### src/rtl/letter_show_pkg.sv
// Shared state encoding, bitmap/glyph geometry and code sanitising for the
// letter-show bitmap writer.
package letter_show_pkg;

   typedef enum logic [2:0] {
      IDLE,
      CLEAR,
      FETCH,
      WAIT,
      WRITE,
      FIN
   } state_t;

   localparam int GLYPH_W   = 8;
   localparam int GLYPH_H   = 16;
   localparam int BMP_LOG2  = 8;
   localparam int CELL_COLS = 32;
   localparam int CELL_ROWS = 16;

   localparam logic [6:0] ASCII_MIN = 7'h20;
   localparam logic [6:0] ASCII_MAX = 7'h7E;

   localparam int COL_W  = $clog2(GLYPH_W);
   localparam int ROW_W  = $clog2(GLYPH_H);
   localparam int CX_W   = $clog2(CELL_COLS);
   localparam int CY_W   = $clog2(CELL_ROWS);
   localparam int ADDR_W = 2 * BMP_LOG2;

   // Anything outside the printable ASCII range is drawn as the blank glyph.
   function automatic logic [6:0] printable_code(input logic [6:0] code,
                                                 input logic [6:0] blank);
      return ((code < ASCII_MIN) || (code > ASCII_MAX)) ? blank : code;
   endfunction

endpackage

### src/rtl/letter_show_writer_serializer.sv
// Turns one 8-pixel glyph row into a stream of single pixels, leftmost first,
// and tracks which column of the cell is being emitted.
module letter_row_serializer
   import letter_show_pkg::*;
(
   input  logic               clk,
   input  logic               reset,
   input  logic               load,
   input  logic               shift,
   input  logic [GLYPH_W-1:0] data_in,
   output logic               next_bit,
   output logic [COL_W-1:0]   col,
   output logic               last
);

   logic [GLYPH_W-1:0] shift_q;
   logic [COL_W-1:0]   col_q;

   // The leftmost pixel leaves on the load cycle itself, so only the
   // remaining pixels are kept, already lined up at the MSB.
   always_ff @(posedge clk or posedge reset) begin
      if (reset) begin
         shift_q <= '0;
         col_q   <= '0;
      end else if (load) begin
         shift_q <= {data_in[GLYPH_W-2:0], 1'b0};
         col_q   <= '0;
      end else if (shift) begin
         shift_q <= {shift_q[GLYPH_W-2:0], 1'b0};
         col_q   <= col_q + COL_W'(1);
      end
   end

   assign next_bit = load ? data_in[GLYPH_W-1] : shift_q[GLYPH_W-1];
   assign col      = col_q;
   assign last     = (col_q == COL_W'(GLYPH_W - 1));

endmodule

### src/rtl/letter_show_writer.sv
// Port-A write controller for the 256x256 letter-show bitmap: draws 8x16
// glyph cells fetched from a synchronous font ROM, or clears the whole bitmap.
module letter_show_writer
   import letter_show_pkg::*;
#(
   parameter logic       CLEAR_VAL  = 1'b0,
   parameter logic [6:0] BLANK_CODE = 7'h20,
   parameter int         FONT_LAT   = 1
) (
   input  logic                 clk,
   input  logic                 reset,
   input  logic                 char_valid,
   output logic                 char_ready,
   input  logic [6:0]           char_code,
   input  logic [CX_W-1:0]      char_cx,
   input  logic [CY_W-1:0]      char_cy,
   input  logic                 clear_req,
   output logic                 busy,
   output logic                 done,
   output logic [6+ROW_W:0]     font_addr,
   input  logic [GLYPH_W-1:0]   font_data,
   output logic                 ram_cea,
   output logic [ADDR_W-1:0]    ram_ada,
   output logic                 ram_din
);

   // The FETCH/WAIT pair below assumes the ROM answers one cycle after the address.
   if (FONT_LAT != 1) begin : g_font_lat_check
      $error("letter_show_writer: only FONT_LAT=1 is supported");
   end

   state_t                 state_q, state_d;
   logic [6:0]             code_q, code_d;
   logic [CX_W-1:0]        cx_q, cx_d;
   logic [CY_W-1:0]        cy_q, cy_d;
   logic [ROW_W-1:0]       row_q, row_d;
   logic [6+ROW_W:0]       font_addr_q, font_addr_d;
   logic [ADDR_W-1:0]      ada_q, ada_d;
   logic                   cea_q, cea_d;
   logic                   din_q, din_d;
   logic                   done_q, done_d;
   logic                   busy_q, busy_d;
   logic                   idle_q, idle_d;

   logic                   ser_load, ser_shift, ser_bit, ser_last;
   logic [COL_W-1:0]       ser_col, col_inc;

   letter_row_serializer u_serializer (
      .clk      (clk),
      .reset    (reset),
      .load     (ser_load),
      .shift    (ser_shift),
      .data_in  (font_data),
      .next_bit (ser_bit),
      .col      (ser_col),
      .last     (ser_last)
   );

   // idle_q is a flop, so ready only needs clear_req gated in to keep the
   // clear-over-draw priority visible in the same cycle.
   assign char_ready = idle_q & ~clear_req;
   assign col_inc    = ser_col + COL_W'(1);

   // Next-state and next-output logic; every output flop is loaded from here
   // so the port values line up with the state they belong to.
   always_comb begin
      state_d     = state_q;
      code_d      = code_q;
      cx_d        = cx_q;
      cy_d        = cy_q;
      row_d       = row_q;
      font_addr_d = font_addr_q;
      ada_d       = ada_q;
      din_d       = din_q;
      cea_d       = 1'b0;
      ser_load    = 1'b0;
      ser_shift   = 1'b0;

      case (state_q)
         IDLE: begin
            if (idle_q && clear_req) begin
               state_d = CLEAR;
               cea_d   = 1'b1;
               ada_d   = '0;
               din_d   = CLEAR_VAL;
            end else if (char_valid && char_ready) begin
               state_d     = FETCH;
               code_d      = printable_code(char_code, BLANK_CODE);
               cx_d        = char_cx;
               cy_d        = char_cy;
               row_d       = '0;
               font_addr_d = {printable_code(char_code, BLANK_CODE), {ROW_W{1'b0}}};
            end
         end

         FETCH: begin
            state_d = WAIT;
         end

         WAIT: begin
            state_d  = WRITE;
            ser_load = 1'b1;
            cea_d    = 1'b1;
            ada_d    = {cy_q, row_q, cx_q, {COL_W{1'b0}}};
            din_d    = ser_bit;
         end

         WRITE: begin
            if (!ser_last) begin
               ser_shift = 1'b1;
               cea_d     = 1'b1;
               ada_d     = {cy_q, row_q, cx_q, col_inc};
               din_d     = ser_bit;
            end else if (row_q == ROW_W'(GLYPH_H - 1)) begin
               state_d = FIN;
            end else begin
               state_d     = FETCH;
               row_d       = row_q + ROW_W'(1);
               font_addr_d = {code_q, row_q + ROW_W'(1)};
            end
         end

         CLEAR: begin
            // The sweep stops on the all-ones address rather than wrapping to 0.
            if (ada_q == {ADDR_W{1'b1}}) begin
               state_d = FIN;
            end else begin
               cea_d = 1'b1;
               ada_d = ada_q + ADDR_W'(1);
               din_d = CLEAR_VAL;
            end
         end

         FIN: begin
            state_d = IDLE;
         end

         default: begin
            state_d = IDLE;
         end
      endcase

      done_d = (state_d == FIN);
      busy_d = (state_d != IDLE);
      idle_d = (state_d == IDLE);
   end

   // State, captured request and registered outputs; reset abandons any
   // operation in flight and drops every output low.
   always_ff @(posedge clk or posedge reset) begin
      if (reset) begin
         state_q     <= IDLE;
         code_q      <= '0;
         cx_q        <= '0;
         cy_q        <= '0;
         row_q       <= '0;
         font_addr_q <= '0;
         ada_q       <= '0;
         cea_q       <= 1'b0;
         din_q       <= 1'b0;
         done_q      <= 1'b0;
         busy_q      <= 1'b0;
         idle_q      <= 1'b0;
      end else begin
         state_q     <= state_d;
         code_q      <= code_d;
         cx_q        <= cx_d;
         cy_q        <= cy_d;
         row_q       <= row_d;
         font_addr_q <= font_addr_d;
         ada_q       <= ada_d;
         cea_q       <= cea_d;
         din_q       <= din_d;
         done_q      <= done_d;
         busy_q      <= busy_d;
         idle_q      <= idle_d;
      end
   end

   assign font_addr = font_addr_q;
   assign ram_cea   = cea_q;
   assign ram_ada   = ada_q;
   assign ram_din   = din_q;
   assign done      = done_q;
   assign busy      = busy_q;

endmodule

### config.mk
export PLATFORM = sky130hd
export DESIGN_NAME = letter_show_writer
export DESIGN_NICKNAME = d
export VERILOG_FILES = /design/src/rtl/letter_show_pkg.sv /design/src/rtl/letter_show_writer_serializer.sv /design/src/rtl/letter_show_writer.sv
export SDC_FILE = /design/constraint.sdc
export NUM_CORES = 1
export LEC_CHECK = 0
export BUFFER_PORTS_ARGS = -buffer_cell sky130_fd_sc_hd__buf_4
export CAP_MARGIN = 20
export CORE_MARGIN = 1.5
export CORE_UTILIZATION = 50
export DETAILED_ROUTE_END_ITERATION = 10
export PLACE_DENSITY = 0.71
export SLEW_MARGIN = 20
export SYNTH_ARGS = -nofsm -noshare
export SYNTH_HDL_FRONTEND = slang
export SYNTH_SLANG_ARGS = --single-unit
### constraint.sdc
create_clock -name clk -period 2.7 [get_ports clk]
set_input_delay 0.54 -clock clk [delete_from_list [all_inputs] [get_ports clk]]
set_output_delay 0.54 -clock clk [all_outputs]
set_load 0.1 [all_outputs]
==> key figures, run 1 <==
Synth
  • Share of the synthesized area in the top cell type: 0.492
  • Syn. warnings: 0
  • Post-Syn Nets: 366
  • Cell variety after synth: 52
  • Syn Inst Count: about 330
  • Leading area contributor after synthesis: dfrtp_1
  • Seq cells post-synth: between 60 and 70
  • Leading post-synthesis cells by cell area: dfrtp_1 49%, nand2_1 9.0%, o21ai_0 5.8%
  • Synth Cell Area: about 0.0031 mm2
  • Sequential area share after synthesis: 0.492
  • Avg Synthesized Cell Area: a little over 9 um2
  • Post-synth EDFFs: 0
  • Dominant synthesized flop cell: dfrtp_1
  • Ys async rst share: 1.00

Worst setup path
  • Worst R2R Start: u_serializer.col[0]
  • Worst Setup Start Kind: flip-flop
  • Flop-to-flop setup slack: between 0.2 and 0.3 ns
  • Crit end category: flip-flop
  • Arrival @ worst endpoint: around 2.7 ns
  • Required time of the critical path: slightly below 3 ns
  • Worst R2R End: ram_ada[0]
  • Critical path capture point: ram_ada[0]
  • CP max FO: 19
  • Setup crit start: u_serializer.col[0]
  • Worst-case reg-to-reg path depth: 7
  • Setup CP Type: flip-flop to flip-flop

CTS
  • Max clock buf depth: 2
  • # Post-CTS Setup Buffers: 0
  • Root Buffer: clkbuf_8
  • # H-tree levels: 3
  • Clk slew on worst S/H paths: 0.07 ns
  • CTS sink count: 61
  • Inserted Clock Buffers: 9
  • CTS tree: done
  • Post-CTS Resized: 0
  • Worst-skew pair later-pin latency: 0.34 ns
  • Hold_buf cts: 0

Layout
  • Commonest non-fill, non-tap cell in the layout: nand2_1
  • Antenna fix cells: 0
  • Area growth syn-to-layout: 23.2%
  • Fillers: a little over 500
  • Share of layout cells above drive strength 1: 0.261
  • Final net count: approximately 430
  • Commonest cells after routing, fill and taps aside: 74 x nand2_1, 68 x buf_4, 61 x dfrtp_1

Routing
  • Remaining DRCs: 0
  • Vias/cell: between 5 and 6
  • Via count: roughly 2.6k
  • DR WL/cell: 15.2 um
  • WL final: between 7000 and 8000 um
  • Routed Antenna Nets: 0
  • Number of DRC markers in iteration 0: roughly 190
  • Drt pass-1 iters: 4

STA
  • Setup ws final: about 0.25 ns
  • TNS Setup: 0 ns
  • Max frequency: between 0.4 and 0.5 GHz
  • Final period util: 0.907
  • Final slew viol count: 0
  • Worst-Margin Slew: 0.647 ns
  • Final Hold Fails: 0
  • Final Skew: 0.00530 ns
  • Slew HR: 0.569
  • Min cycle time layout: around 2.4 ns
  • RSZ-0062 raised after global routing: false
  • Setup Viol. Count Final: 0

Placed design
  • Final Wtd Congestion: 0.842
  • DP Wirelength: slightly above 5000 um
  • Port Buf Inserts: between 50 and 60
  • Pre-CTS setup slack: 0.299 ns

Global routing
  • Number of global-route vias before repair: ~2.6k
  • Grt ovf: 0
  • Global-route wire length before repair: about 12,000 um
  • Largest net degree at the start of global routing: 31
  • Total GRT Usage: 0.243
  • Initial antenna violation count: 0

Die
  • Die Height: slightly above 80 um
  • Die W: about 82 um
  • Core Region: between 0.005 and 0.006 mm2
  • Std cell rows: 28
  • I/O pin total: 60
  • Effective utilization at floorplan: 0.521
  • Die area: 0.00668 mm2

Pwr
  • Pwr dens: 1400 mW/mm2
  • Max VDD drop: between 800 and 900 uV
  • Leak: ~0.0018 uW

Hold path
  • Tightest Hold Check Type: input pin to asynchronous set/reset pin

Run
  • Max Cap Viol: 0

Run status
  • Status: complete, no violations
synthesized netlist by cell type, types with 6 or more instances:
library cell   n
o21ai_1       10
nand4_1        6
nor2_1        18
dfrtp_1       61
mux2i_1        6
nor3_1         7
nand2_1       74
o21ai_0       36
mux2_2         7
a21oi_1       12
clkbuf_1       8
nand3_1        9
buf_2          6
worst min-delay path by stage:
stage / start / endpoint / cells past startpoint / slack (ns)
floorplan: code_q[5] / code_q[5] / 2 / 0.44
global placement: code_q[5] / code_q[5] / 2 / 0.46
detailed placement: cy_q[0] / cy_q[0] / 2 / 0.46
CTS: reset / cy_q[2] / 2 / 0.32
global route: reset / cy_q[2] / 2 / 0.33
finish: reset / cx_q[4] / 2 / 0.29
state kept, by name, indices dropped and copies added (netlist names), 3 cells and up:
signal	flops
cy_q	4
state_q	3
u_serializer.col	3
font_addr	8
ram_ada	16
cx_q	5
row_q	3
u_serializer.shift_q	7
code_q	7
worst max-delay path, stage by stage, from the launching register on:
cell and delay (ns):
dfrtp_1 0.41, ha_1 0.18, ha_1 0.32, nor4b_2 0.10, a311oi_2 0.39, a41o_1 0.57, inv_2 0.16, o21a_1 0.20
where the power goes:
| part | leakage [uW] | switching [uW] | internal (uW) |
|---|---|---|---|
| Combinational | 0.000871 | 2060 | 714 |
| Clock | 0.000112 | 354 | 535 |
| Sequential | 0.000789 | 371 | 1290 |
layer usage:
layer,up-vias,track usage,wire [um]
met5,-,0,0
met4,0,0.0831,91
met3,9,0.0656,439
met2,77,0.381,3420
met1,1229,0.325,3260
li1,1307,-,-
cell families (layout without fill, tap and decap cells):
| group | Yosys count | after routing | synth area share |
|---|---|---|---|
| AND/OR/NAND/NOR | 144 | 144 | 0.227 |
| multiplexers | 13 | 13 | 0.0448 |
| AO/OA/AOI/OAI | 83 | 83 | 0.163 |
| flip-flops | 61 | 61 | 0.492 |
| buffers and inverters | 22 | 87 | 0.0367 |
| adder cells (fa/ha/maj) | 4 | 4 | 0.0161 |
| XOR/XNOR | 7 | 7 | 0.0198 |
stage by stage:
stage / area [um2] / total power (uW) / std cells / hold WS (ns) / util
after CTS: 3820 / 5340 / 474 / 0.320 / 0.642
final: 3820 / 5330 / 474 / 0.293 / 0.642
after global routing: 3820 / 5630 / 474 / 0.334 / 0.642
after detailed placement: 3610 / 4450 / 459 / 0.463 / 0.606
after global placement: 3610 / 4400 / 459 / 0.457 / 0.606
after floorplan: 3100 / 3820 / 334 / 0.445 / -
area by class of cell:
cell class / count / area [um2] / area share
clock buffer: 10 / 138 / 0.0360
clock inverter: 5 / 75.1 / 0.0196
inverter: 4 / 15.0 / 0.00393
multi-input combinational: 251 / 1460 / 0.383
sequential: 61 / 1530 / 0.399
tap: 75 / 93.8 / 0.0246
timing repair buffer: 68 / 510 / 0.134
(Power assumes the default switching activity.)
==> inputs of run 2 (changes only) <==
--- a/config.mk
+++ b/config.mk
@@ -11,6 +11,7 @@
 export CORE_UTILIZATION = 50
 export DETAILED_ROUTE_END_ITERATION = 10
 export PLACE_DENSITY = 0.71
+export REMOVE_ABC_BUFFERS = 1
 export SLEW_MARGIN = 20
 export SYNTH_ARGS = -nofsm -noshare
 export SYNTH_HDL_FRONTEND = slang
==> run 2 against run 1 <==
Clock skew up 0.0018 ns. Sequential share of layout area up 0.25 points. Power down 3.4%. Core utilization down 0.40 points.
==> key figures, run 2 (same netlist as run 1, synthesis figures left out) <==
Routing
  • Vias/cell: 5.57
  • Via count: around 2.6k
  • Drt pass-1 iters: 5
  • Number of DRC markers in iteration 0: ~150
  • Remaining DRCs: 0
  • DR WL/cell: 14.6 um
  • Routed Antenna Nets: 0
  • WL final: about 7000 um

Layout
  • Area growth syn-to-layout: 22.5%
  • Non-Filler Instances: approximately 470
  • Max FFs per register: 16
  • Commonest non-fill, non-tap cell in the layout: nand2_1
  • Final instance area: ~0.0038 mm2
  • Commonest cells after routing, fill and taps aside: 74 x nand2_1, 66 x buf_4, 61 x dfrtp_1
  • Final net count: about 430
  • Share of layout cells above drive strength 1: 0.258
  • Antenna fix cells: 0
  • Fillers: 534

Die
  • Core Region: between 0.005 and 0.006 mm2
  • Die Height: 81.7 um
  • Effective utilization at floorplan: 0.521
  • Die W: ~82 um
  • Die area: ~0.0067 mm2
  • Std cell rows: 28
  • I/O pin total: 60

STA
  • Final Hold Fails: 0
  • RSZ-0062 raised after global routing: false
  • Setup Viol. Count Final: 0
  • Max frequency: just over 0.4 GHz
  • Slew HR: 0.580
  • Hold Slack: between 0.2 and 0.25 ns
  • Final period util: 0.903
  • Final slew viol count: 0
  • Min cycle time layout: approximately 2.4 ns
  • Final Skew: 0.00714 ns
  • Worst-Margin Slew: ~0.62 ns
  • TNS Setup: 0 ns

CTS
  • Root Buffer: clkbuf_8
  • Post-CTS Resized: 0
  • Hold_buf cts: 0
  • # Post-CTS Setup Buffers: 0
  • Clk slew on worst S/H paths: 0.07 ns
  • Max clock buf depth: 2
  • CTS tree: done
  • Worst-skew pair later-pin latency: 0.34 ns
  • Inserted Clock Buffers: 9
  • CTS sink count: 61
  • # H-tree levels: 3

Worst setup path
  • Worst Setup Start Kind: flip-flop
  • Worst-case reg-to-reg path depth: 7
  • Worst R2R End: ram_ada[0]
  • Worst R2R Start: u_serializer.col[0]
  • CP max FO: 19
  • Setup CP Type: flip-flop to flip-flop
  • Required time of the critical path: between 2 and 3 ns
  • Crit end category: flip-flop
  • Flop-to-flop setup slack: roughly 0.26 ns
  • Arrival @ worst endpoint: around 2.7 ns

Global routing
  • Global-route wire length before repair: 12,100 um
  • Total GRT Usage: 0.237
  • Largest net degree at the start of global routing: just over 60
  • Grt ovf: 0
  • Number of global-route vias before repair: 2,603
  • Initial antenna violation count: 0

Pwr
  • Final total power: approximately 5200 uW
  • Sw Pwr: around 2800 uW
  • Clock power frac: 0.143
  • Max VDD drop: 938 uV
  • Pint: around 2400 uW
  • Flop pwr share: 0.320
  • Combinational power share: 0.536
  • Pwr dens: roughly 1400 mW/mm2
  • Switching share of power: 0.541
  • Leak: 0.00174 uW

Run
  • Max Cap Viol: 0

Placed design
  • Area after DPL: 0.00361 mm2
  • DP Wirelength: slightly below 5000 um
  • Placed instance count: around 460
  • Port Buf Inserts: just under 60
  • Final Wtd Congestion: between 0.8 and 0.9

Hold path
  • Tightest Hold Check Type: input pin to asynchronous set/reset pin

Run status
  • Status: complete, no violations
-- run 2: cell types whose count changed in the layout (fill, tap and decap cells not counted) --
cell	change
nor2b_1	+1
nor2b_2	-1
buf_4	-2
bufinv_16	-2
clkinv_2	-3
clkinv_4	+3
buf_12	+1
clkinvlp_4	+3
-- run 2: through the flow --
stage          setup slack [ns]  utilization
2_1_floorplan            -0.335            -
3_3_place_gp              0.389        0.606
3_5_place_dp              0.301        0.606
4_1_cts                   0.286        0.638
5_1_grt                  0.0744        0.638
6_report                  0.263        0.638
-- run 2: metal layers --
metal | wire length [um] | vias up | track usage | part of all wire
li1 | - | 1310 | - | -
met1 | 3200 | 1265 | 0.309 | 0.46
met2 | 3340 | 60 | 0.390 | 0.48
met3 | 345 | 4 | 0.0733 | 0.050
met4 | 37 | 0 | 0.0458 | 0.0053
met5 | 0 | - | 0 | 0
-- run 2: final cells by class --
| class | instances | area, um2 | area share |
|---|---|---|---|
| Sequential cell | 61 | 1530 | 0.402 |
| Clock buffer | 10 | 138 | 0.0362 |
| Inverter | 4 | 15.0 | 0.00395 |
| Tap cell | 75 | 93.8 | 0.0247 |
| Clock inverter | 6 | 48.8 | 0.0129 |
| Multi-Input combinational cell | 251 | 1460 | 0.385 |
| Timing Repair Buffer | 67 | 515 | 0.136 |
-- run 2: worst max-delay path by stage --
stage               cells after the start                 from    endpoint  slack [ns]
detailed placement                      7  u_serializer.col[0]  ram_ada[0]        0.30
global route                            8  u_serializer.col[0]     ram_din        0.07
CTS                                     7  u_serializer.col[0]  ram_ada[0]        0.29
finish                                  7  u_serializer.col[0]  ram_ada[0]        0.26
floorplan                               5            clear_req   code_q[0]       -0.33
global placement                        7  u_serializer.col[0]  ram_ada[0]        0.39
-- run 2: critical path: stages, from the launching register on --
cell and delay (ns):
dfrtp_1 0.41, ha_1 0.17, ha_1 0.31, nor4b_2 0.10
a311oi_2 0.42, a41o_1 0.56, inv_2 0.16, o21a_1 0.20
-- run 2: power groups by stage --
stage | Sequential (uW) | Clock (uW) | Combinational (uW)
final | 1650 | 738 | 2760
after global routing | 1700 | 800 | 2970
after CTS | 1640 | 761 | 2780
after detailed placement | 1650 | 0 | 2770
after global placement | 1650 | 0 | 2730
after floorplan | 2890 | 0 | 851
